===== config.mk =====
export PLATFORM = sky130hd
export DESIGN_NAME = parity_stream
export DESIGN_NICKNAME = d
export VERILOG_FILES = /design/src/rtl/parity_stream.sv
export SDC_FILE = /design/constraint.sdc
export NUM_CORES = 1
export LEC_CHECK = 0
export BUFFER_PORTS_ARGS = -buffer_cell sky130_fd_sc_hd__buf_2
export CAP_MARGIN = 15
export CORE_MARGIN = 10
export CORE_UTILIZATION = 36
export CTS_CLUSTER_SIZE = 10
export DETAILED_ROUTE_END_ITERATION = 12
export PLACE_DENSITY = 0.7
export RECOVER_POWER = 50
export SLEW_MARGIN = 15
export SYNTH_ARGS = -nofsm -noshare
export SYNTH_HDL_FRONTEND = slang
export SYNTH_SLANG_ARGS = --single-unit
export TNS_END_PERCENT = 30

===== constraint.sdc =====
create_clock -name CLK -period 1.1 [get_ports CLK]
set_input_delay 0.165 -clock CLK [delete_from_list [all_inputs] [get_ports CLK]]
set_output_delay 0.165 -clock CLK [all_outputs]
set_load 0.05 [all_outputs]

===== src/rtl/parity_stream.sv =====
// parity_stream: one-deep registered parity stage on a valid/ready stream.
// MODE=0 generates the parity bit for each beat. MODE=1 also compares it
// against the received IN_PAR and flags any mismatch on OUT_ERR.
// The output register refills in the same cycle it drains, so a continuous
// stream passes through at one beat per clock with exactly one cycle of latency.
// Optional feature: define PARITY_ERR_CNT_EN to add the ERR_CNT port and a
// 16-bit saturating mismatch counter that ERR_CLR clears.
// Reset is synchronous and active-high on RST.

module parity_stream #(
  parameter int WIDTH = 8,  // data word width, 2..64
  parameter int ODD   = 1   // 1: odd parity, 0: even parity
) (
  input  logic             CLK,
  input  logic             RST,
  input  logic             MODE,
  input  logic             IN_VALID,
  output logic             IN_READY,
  input  logic [WIDTH-1:0] IN_DATA,
  input  logic             IN_PAR,
  output logic             OUT_VALID,
  input  logic             OUT_READY,
  output logic [WIDTH-1:0] OUT_DATA,
  output logic             OUT_PAR,
  output logic             OUT_ERR,
  input  logic             ERR_CLR
`ifdef PARITY_ERR_CNT_EN
  ,
  output logic [15:0]      ERR_CNT
`endif
);

  // Two-state occupancy of the single output register.
  typedef enum logic {
    EMPTY = 1'b0,
    FULL  = 1'b1
  } state_t;

  state_t state;

  logic odd_sel;   // parity sense as a single bit
  logic par;       // parity of the word currently presented on IN_DATA
  logic mismatch;  // check-mode mismatch for the presented word
  logic accept;    // a beat transfers into the output register this cycle

  assign odd_sel  = (ODD != 0);

  // Reducing XOR counts the ones; XOR with odd_sel makes data plus par
  // hold an odd number of ones for odd parity and an even number for even.
  assign par      = (^IN_DATA) ^ odd_sel;
  assign mismatch = MODE && (IN_PAR != par);

  // Ready whenever the register is empty or is being drained this cycle.
  // Taking a new beat in the same cycle the old one leaves gives full
  // throughput without a skid buffer.
  assign IN_READY  = (state == EMPTY) || OUT_READY;
  assign accept    = IN_VALID && IN_READY;
  assign OUT_VALID = (state == FULL);

  // Occupancy control and output register: load on accept, hold otherwise.
  always_ff @(posedge CLK) begin
    // NOTE: every register in a clocked block is assigned with <=, so all of
    // them sample pre-edge values and the order of the statements below does
    // not matter. A blocking = here would let a later statement see a value
    // updated earlier in the same edge.
    if (RST) begin
      // Reset takes priority over any handshake in the same cycle, so a beat
      // in flight is discarded and no new beat is taken.
      state    <= EMPTY;
      OUT_DATA <= '0;
      OUT_PAR  <= 1'b0;
      OUT_ERR  <= 1'b0;
    end else begin
      case (state)
        EMPTY: begin
          if (accept) begin
            state <= FULL;
          end
        end
        FULL: begin
          // Stay FULL on backpressure or on drain-and-refill.
          if (OUT_READY && !accept) begin
            state <= EMPTY;
          end
        end
        default: begin
          state <= EMPTY;
        end
      endcase

      // Payload moves only on accept. Under backpressure IN_READY is low, so
      // the beat being presented downstream stays stable, and IN_DATA,
      // IN_PAR and MODE are ignored.
      if (accept) begin
        OUT_DATA <= IN_DATA;
        OUT_PAR  <= par;
        OUT_ERR  <= mismatch;
      end
    end
  end

`ifdef PARITY_ERR_CNT_EN

  logic count_err;  // an accepted beat carries a check-mode mismatch

  assign count_err = accept && mismatch;

  // Saturating mismatch counter. A clear wins over a same-cycle increment.
  always_ff @(posedge CLK) begin
    if (RST) begin
      ERR_CNT <= 16'd0;
    end else if (ERR_CLR) begin
      ERR_CNT <= 16'd0;
    end else if (count_err && (ERR_CNT != 16'hFFFF)) begin
      ERR_CNT <= ERR_CNT + 16'd1;
    end
  end

`else

  // Without the counter ERR_CLR has no function. The port stays on the block
  // so that both builds share one pin list apart from ERR_CNT.
  logic unused_err_clr;
  assign unused_err_clr = ERR_CLR;

`endif

endmodule


==> results of run 1 <==
==> power breakdown <==
| part | switching, uW | internal, uW | leakage, uW |
|---|---|---|---|
| Sequential | 14.3 | 427 | 0.0000913 |
| Combinational | 220 | 157 | 0.000248 |
| Clock | 145 | 135 | 0.0000177 |
| Total | 380 | 719 | 0.000357 |
==> layout by cell type, fill, tap and decap left out, drive strengths merged <==
cell | synthesis | final
inv | 1 | 1
xnor3 | 1 | 1
nor2 | 1 | 1
nor3 | 1 | 1
clkinv | 0 | 1
nand2b | 1 | 1
a21oi | 11 | 11
nand3 | 8 | 8
clkbuf | 3 | 6
buf | 0 | 29
mux2i | 1 | 1
nand2 | 9 | 9
dfxtp | 11 | 11
xnor2 | 7 | 7
==> worst paths after layout <==
| check | from | endpoint | slack, ps | depth (start not counted) |
|---|---|---|---|---|
| max | OUT_VALID | OUT_VALID | 40 | 1 |
| min | IN_DATA[5] | OUT_DATA[5] | 150 | 3 |
| max reg2reg | OUT_VALID | OUT_DATA[3] | 100 | 5 |
| min reg2reg | OUT_DATA[4] | OUT_DATA[4] | 450 | 2 |
==> registers in the layout (all words and copies together) (netlist names) <==
name,count
OUT_PAR,1
OUT_ERR,1
OUT_DATA,8
OUT_VALID,1
==> per-stage QoR <==
step	setup TNS, ps	util [%]	instances
after detailed placement	-299.0	52.96	98
after CTS	0	56.21	102
after global placement	-266.5	52.96	98
after floorplan	-57.72	-	55
after global routing	0	56.80	103
final	0	56.80	103
==> metal layers <==
metal  wire, um  track usage [%]  vias to the layer above  part of all wire [%]
li1           -                -                      250                     -
met1        567            8.291                      211                    41
met2        679            14.90                       15                    49
met3        113            5.618                        4                   8.2
met4         20            3.093                        0                   1.4
met5          0                0                        -                     0
==> area by class of cell <==
| type | instances | area, um2 |
|---|---|---|
| fillers | 130 | 548.0 |
| multi-input cells | 40 | 270.3 |
| flip-flops and latches | 11 | 224.0 |
| repair buffers | 32 | 176.4 |
| clock buffers | 3 | 22.52 |
| well taps | 15 | 18.77 |
| clock inverters | 1 | 5.005 |
| inverters | 1 | 3.754 |
==> timing repair <==
action,CTS,global route
gates resized for setup,3,1
endpoints found under the setup margin,1,1
setup buffers,0,1
hold endpoints to repair,0,0
pin swaps,0,1
==> logic make-up after synthesis <==
group,Yosys count,synth area share [%]
compound gates,11,11.58
xor+xnor,8,17.63
buf+inv,4,3.157
flops,11,46.32
mux,1,2.105
simple gates,20,19.21
==> out/metrics.yaml, run 1 <==
fin_crit_sh_pct: 96.44
cp-start-kind: "flip-flop"
firstDrtPassIters: 4
io_buffers: 25
slowest_delay_ps: 360
worst_pin_slew_ps: 276.7
dieWidth_um: 56.34
clock_latency_ps: 280
postSynth.asyncResetShare_pct: 0
status: "finished, final reports clean"
p_per_area_nw_per_um2: 1524
yosys_register_bits: 11
finalSetupViolCount: 0
synth_top_cell_area_share_pct: 46.32
placed_cell_area_um2: 671.9
period_needed_ps: 1061
via_count: 480
drv_cap: 0
yosysTopAreaCell: "dfxtp_1"
area_growth_pct: 51.58
synth_cell_types: 13
slew_violations: 0
cts_max_level: 1
ys_top_cells_by_count: "11 x a21oi_1, 11 x dfxtp_1, 8 x nand2_1, 8 x nand3_1, 7 x xnor2_1"
synth_nets: 70
die_h_um: 56.34
synthCells: 55
nets: 104
routedWlPerCell_um: 13.40
syn_area_per_cell_um2: 8.645
clk_pin_slew_ps: 70
first_iter_violations: 7
synth_warnings: 0
cts_tree: "done"
ys_seq_area_share_pct: 46.32
worst_path_max_delay_cell: "dfxtp_4"
grt_max_degree: 12
fin_area_um2: 720.7
rows: 13
antenna_cells: 0
synth_area_um2: 475.5
synth.area.top_cells: "dfxtp_1 46%, xnor2_1 13%, a21oi_1 12%, nand3_1 8.4%, nand2_1 6.3%"
holdBufCountCts: 0
hp-class: "input pin to flip-flop"
drive_gt1_share_pct: 45.45
arrival_ps: 900
rsz0062_at_grt: "no"
numCtsBuffers: 3
cts_root_buffer: "clkbuf_4"
relSlewSlack_pct: 81.63
grt_pass1_vias: 516
total_power_uw: 1098
timing.hold.ws_ps: 149.6
start_util_pct: 37.48
dp_hpwl_um: 1046
io_pins: 27
cts.path.max_buffers: 2
cp_num_buf_inv: 1
dpl_worst_slack_ps: -228.9
postRouteAntennaNets: 0
critPathCaptureType: "output port"
path_cells: "buf_2"
cp.required_ps: 940
path_delay_family: "flip-flops"
finClkSkew_ps: 6.107
viasPerCell: 4.660
overflow: 0
drc_errors: 0
max_freq_mhz: 942.6
wl_um: 1380
track_usage_pct: 8.743
crit_type: "flip-flop to output port"
worst_slack_ps: 39.15
worstPathMaxFanout: 2
p_leak_uw: 0.0003574
grt_first_pass_wirelength_um: 2228
ir_drop_uv: 734.5
routabilityCongestion: 0.7591
core_area_um2: 1269
ys.flop_type: "dfxtp_1"
hold_viol: 0
cts.sinks: 11
synth_edf_count: 0
antenna_found_initial: 0
dieArea_um2: 3174
Note: power is estimated with default switching activity, not from simulation.
==> run 2, diff against run 1 <==
Clock period 1.1 ns to 0.9 ns, I/O delays scaled along.
==> out/metrics.yaml, run 2 (same netlist as run 1, synthesis figures left out) <==
rows: 13  # unchanged
cts_max_level: 1  # unchanged
clk_pin_slew_ps: 70  # about the same
slew_violations: 0  # unchanged
grt_max_degree: 12  # unchanged
routabilityCongestion: 0.7397  # was 0.7591
dp_hpwl_um: 1066  # was 1046 um
nets: 107  # was 104
fin_util_pct: 78.01  # was 56.80%
status: "complete, but fails checks"  # was finished, final reports clean
grt_pass1_vias: 523  # was 516
viasPerCell: 5.113  # was 4.660
n_fill_cell: 85  # was 130
worstHoldPathCells: 3  # unchanged
drive_gt1_share_pct: 71.43  # was 45.45%
finalNonFillerCells: 106  # was 103
largest_reg_flops: 8  # unchanged
rr_worst_depth: 5  # unchanged
overflow: 0  # unchanged
max_freq_mhz: 913.4
core_area_um2: 1269  # unchanged
cp.required_ps: 760  # was 940 ps
period_needed_ps: 1095
hp-class: "input pin to flip-flop"  # unchanged
slowest_delay_ps: 360  # about the same
finalSetupViolCount: 20  # was 0
area_growth_pct: 108.2  # was 51.58%
start_util_pct: 37.48  # unchanged
fin_crit_sh_pct: 121.7
dieArea_um2: 3174  # unchanged
p_per_area_nw_per_um2: 1552  # was 1524 nW/um2
routedWlPerCell_um: 15.70  # was 13.40 um
antenna_cells: 0  # unchanged
cts.sinks: 11  # unchanged
drv_cap: 0  # unchanged
holdBufCountCts: 0  # unchanged
arrival_ps: 960  # was 900 ps
relSlewSlack_pct: 82.50  # was 81.63%
io_pins: 27  # unchanged
track_usage_pct: 9.807  # was 8.743%
setup_tns_ps: -1377  # was 0 ps
worst_slack_ps: -194.9  # was 39.15 ps
r2r-end: "OUT_ERR"  # was OUT_DATA[3]
worstHoldStart: "IN_DATA[4]"  # was IN_DATA[5]
first_iter_violations: 8  # was 7
io_buffers: 25  # unchanged
ir_drop_uv: 888.8  # was 734.5 uV
r2r-start: "OUT_VALID"  # unchanged
layout_common_cells: "10 x dfxtp_2, 10 x buf_2, 9 x buf_8"  # was 23 x buf_2, 11 x a21oi_1, 10 x dfxtp_1
finClkSkew_ps: 0.8508  # was 6.107 ps
critical_path.startpoint: "OUT_VALID"  # unchanged
worst_pin_slew_ps: 262.5  # was 276.7 ps
dpl.cell_count: 99  # was 98
numCtsBuffers: 3  # unchanged
postRouteAntennaNets: 0  # unchanged
path_cells: "nand2b_4 -> buf_12 -> buf_12"  # was buf_2
grt_first_pass_wirelength_um: 2449  # was 2228 um
violations: "negative setup slack"
crit_type: "flip-flop to output port"  # unchanged
top_register: "OUT_DATA"  # unchanged
via_count: 542  # was 480
hold_end: "OUT_DATA[4]"  # was OUT_DATA[5]
dieWidth_um: 56.34  # unchanged
wl_um: 1664  # was 1380 um
antenna_found_initial: 0  # unchanged
rsz0062_at_grt: "yes"  # was no
firstDrtPassIters: 4  # unchanged
timing.hold.ws_ps: 114.3  # was 149.6 ps
reg2reg_slack_ps: -120  # was 100 ps
die_h_um: 56.34  # unchanged
cp-start-kind: "flip-flop"  # unchanged
worstPathMaxFanout: 2  # unchanged
cts.path.max_buffers: 2  # unchanged
cts_root_buffer: "clkbuf_4"  # unchanged
drc_errors: 0  # unchanged
clock_latency_ps: 270  # was 280 ps
worst_path_max_delay_cell: "dfxtp_4"  # unchanged
critPathCaptureType: "output port"  # unchanged
cts_tree: "done"  # unchanged
p_leak_uw: 0.0004436  # was 0.0003574 uW
crit_top_cell: "buf_12"
hold_viol: 0  # unchanged
## run 2: changes by cell type in the layout (fill, tap and decap cells not counted), sizes merged
cell | before | now
clkinv | 1 | 0
clkbuf | 6 | 4
buf | 29 | 35
## run 2: through the flow
step                setup WS [ps]  total power (uW)  instance area (um2)
floorplan                  -177.9             870.2                530.5
global placement           -331.7              1015                718.2
detailed placement         -388.0              1022                718.2
CTS                        -196.5              1456                877.1
global route               -224.4              1608                989.7
finish                     -194.9              1536                989.7
## run 2: cell type report
class / count / area (um2) / share of cell area, %
clock buffer: 4 / 26.28 / 2.655
inverter: 1 / 3.754 / 0.3793
multi-input combinational: 40 / 351.6 / 35.52
sequential: 11 / 236.5 / 23.89
tap: 15 / 18.77 / 1.896
timing repair buffer: 35 / 352.8 / 35.65
## run 2: how the worst max path moves through the flow
stage	end	slack [ps]	depth (start not counted)
global placement	OUT_ERR	-330	6
global route	IN_READY	-220	3
floorplan	OUT_ERR	-180	5
detailed placement	OUT_ERR	-390	6
CTS	IN_READY	-200	3
finish	IN_READY	-190	3
## run 2: power by group
group	switching, uW	internal [uW]
registers	33.4	530
clock network	174	172
logic	307	319
total	515	1020
## run 2: critical path: cells and delay by family (launching register included)
kind	cells	cell delay, ps
DFF	1	360
buffers and inverters	2	260
and+or+nand+nor	1	60
## run 2: what timing repair did
item	4_1_cts	5_1_grt
setup buffers	2	1
pin swaps	1	16
setup endpoints to repair	22	23
gates resized for setup	41	23
## run 2: per-layer routing
| layer | vias up | part of all wire (%) | global-route usage (%) |
|---|---|---|---|
| met5 | - | 0 | 0 |
| met4 | 0 | 2.0 | 6.186 |
| met3 | 5 | 5.6 | 3.820 |
| met2 | 21 | 56 | 16.80 |
| met1 | 257 | 36 | 9.625 |
| li1 | 259 | - | - |
==> run 3, diff against run 2 <==
Settings changed: CORE_AREA set to 10 10 47 49, CORE_MARGIN 10 to not set, CORE_UTILIZATION 36 to not set, DIE_AREA set to 0 0 57 59, PLACE_DENSITY 0.7 to 0.67.
Clock period 0.9 ns to 1.2 ns, I/O delays scaled along.
==> out/metrics.yaml, run 3 (same netlist as run 1, synthesis figures left out) <==
drive_gt1_share_pct: 38.37  # was 71.43%
total_power_uw: 970.5  # was 1536 uW
worst_slack_ps: 84.24  # was -194.9 ps
worst_path_max_delay_cell: "dfxtp_1"  # was dfxtp_4
slowest_delay_ps: 310  # was 360 ps
p_leak_uw: 0.0003245  # was 0.0004436 uW
via_count: 467  # was 542
hold_viol: 0  # unchanged
fin_crit_sh_pct: 92.98
p_per_area_nw_per_um2: 1436  # was 1552 nW/um2
first_iter_violations: 6  # was 8
holdBufCountCts: 0  # unchanged
viasPerCell: 4.578  # was 5.113
relSlewSlack_pct: 81.47  # was 82.50%
antenna_cells: 0  # unchanged
routedWlPerCell_um: 12.48  # was 15.70 um
largest_reg_flops: 8  # unchanged
track_usage_pct: 7.412  # was 9.807%
area_growth_pct: 42.11  # was 108.2%
path_delay_family: "flip-flops"  # unchanged
cts_root_buffer: "clkbuf_4"  # unchanged
grt_pass1_vias: 513  # was 523
crit_type: "flip-flop to output port"  # unchanged
routabilityCongestion: 0.7044  # was 0.7397
rsz0062_at_grt: "no"  # was yes
pwr-share-seq_pct: 41.5  # was 36.7%
worst_pin_slew_ps: 279.1  # was 262.5 ps
cts.sinks: 11  # unchanged
drv_cap: 0  # unchanged
cp-start-kind: "flip-flop"  # unchanged
dieArea_um2: 3363  # was 3174 um2
overflow: 0  # unchanged
dieWidth_um: 57  # was 56.34 um
cts.path.max_buffers: 2  # unchanged
top_register: "OUT_DATA"  # unchanged
firstDrtPassIters: 2  # was 4
grt_max_degree: 12  # unchanged
final_common_cell: "buf_2"
arrival_ps: 940  # was 960 ps
wl_um: 1273  # was 1664 um
clk_pin_slew_ps: 70  # about the same
cp.required_ps: 1020  # was 760 ps
path_cells: "nand2b_1 -> buf_6"  # was nand2b_4 -> buf_12 -> buf_12
numCtsBuffers: 3  # unchanged
grt_first_pass_wirelength_um: 2014  # was 2449 um
worstPathMaxFanout: 4  # was 2
dp_hpwl_um: 994.6  # was 1066 um
period_needed_ps: 1116
nets: 102  # was 107
power.switching_uw: 326.0  # was 514.9 uW
p_sw_share_pct: 33.59  # was 33.53%
clock_latency_ps: 270  # about the same
max_freq_mhz: 896.3
die_h_um: 59  # was 56.34 um
core_area_um2: 1401  # was 1269 um2
cts_max_level: 1  # unchanged
layout_common_cells: "21 x buf_2, 11 x dfxtp_1, 11 x a21oi_1"  # was 10 x dfxtp_2, 10 x buf_2, 9 x buf_8
drc_errors: 0  # unchanged
dpl_worst_slack_ps: -153.8  # was -388.0 ps
slew_violations: 0  # unchanged
antenna_found_initial: 0  # unchanged
p_comb_share_pct: 32.2  # was 40.8%
io_buffers: 25  # unchanged
rows: 14  # was 13
critPathCaptureType: "output port"  # unchanged
p_int_uw: 644.5  # was 1021 uW
postRouteAntennaNets: 0  # unchanged
cts_tree: "done"  # unchanged
cp_num_buf_inv: 1  # was 2
finalSetupViolCount: 0  # was 20
start_util_pct: 33.93  # was 37.48%
ir_drop_uv: 817.7  # was 888.8 uV
status: "finished, final reports clean"  # was complete, but fails checks
finClkSkew_ps: 1.729  # was 0.8508 ps
io_pins: 27  # unchanged
clkPwrFrac_pct: 26.2  # was 22.5%
hp-class: "input pin to flip-flop"  # unchanged
## run 3: cell count changes in the layout (fill, tap and decap cells not counted), moves of 2 or more
cell	previous run	this run
dfxtp_1	0	11
xnor2_4	2	0
buf_4	8	4
buf_6	6	1
xnor2_2	4	0
buf_8	9	0
buf_12	2	0
a21oi_1	4	11
clkbuf_2	0	3
xnor2_1	1	7
dfxtp_2	10	0
buf_2	10	21
a21oi_2	7	0
## run 3: what timing repair did
| item | CTS | global route |
|---|---|---|
| gates resized for setup | 1 | 1 |
| setup endpoints to repair | 1 | 1 |
| setup buffers | 0 | 0 |
## run 3: cell type report
cell class	count	area, um2
sequential	11	220.2
tap	16	20.02
timing repair buffer	30	165.2
multi-input combinational	40	240.2
inverter	1	3.754
fill	155	725.7
clock buffer	4	26.28
## run 3: worst paths after layout
| kind | start | endpoint | slack [ps] | depth (start not counted) |
|---|---|---|---|---|
| max | OUT_VALID | IN_READY | 80 | 2 |
| min | IN_DATA[7] | OUT_DATA[7] | 180 | 3 |
| max reg2reg | OUT_VALID | OUT_PAR | 150 | 4 |
| min reg2reg | OUT_DATA[6] | OUT_DATA[6] | 460 | 2 |
## run 3: power by group through the flow
stage	Clock, uW	Sequential (uW)	Combinational, uW
CTS	266	404	318
global route	284	408	337
detailed placement	0	412	317
finish	254	403	313
global placement	0	412	315
floorplan	0	508	126
## run 3: worst reg2reg max path, stage by stage (launching register included)
cell      delay, ps
dfxtp_1         330
nand2b_1        130
nand2_2         230
mux2i_1         210
nor2_1           50
## run 3: per-stage QoR
step / TNS (ps) / cell area (um2) / util, % / cells / hold WS [ps]
floorplan: -3.603 / 480.5 / - / 55 / 259.3
global placement: -144.6 / 648.1 / 46.25 / 98 / 440.2
detailed placement: -153.8 / 648.1 / 46.25 / 98 / 446.3
CTS: 0 / 676.9 / 48.30 / 102 / 171.8
global route: 0 / 675.6 / 48.21 / 102 / 181.1
finish: 0 / 675.6 / 48.21 / 102 / 178.8
## run 3: layer usage
metal / share of wire [%] / vias to the layer above / track usage (%)
li1: - / 247 / -
met1: 41 / 207 / 7.305
met2: 51 / 13 / 12.09
met3: 8.7 / 0 / 3.648
met4: 0 / 0 / 5.034
met5: 0 / - / 0
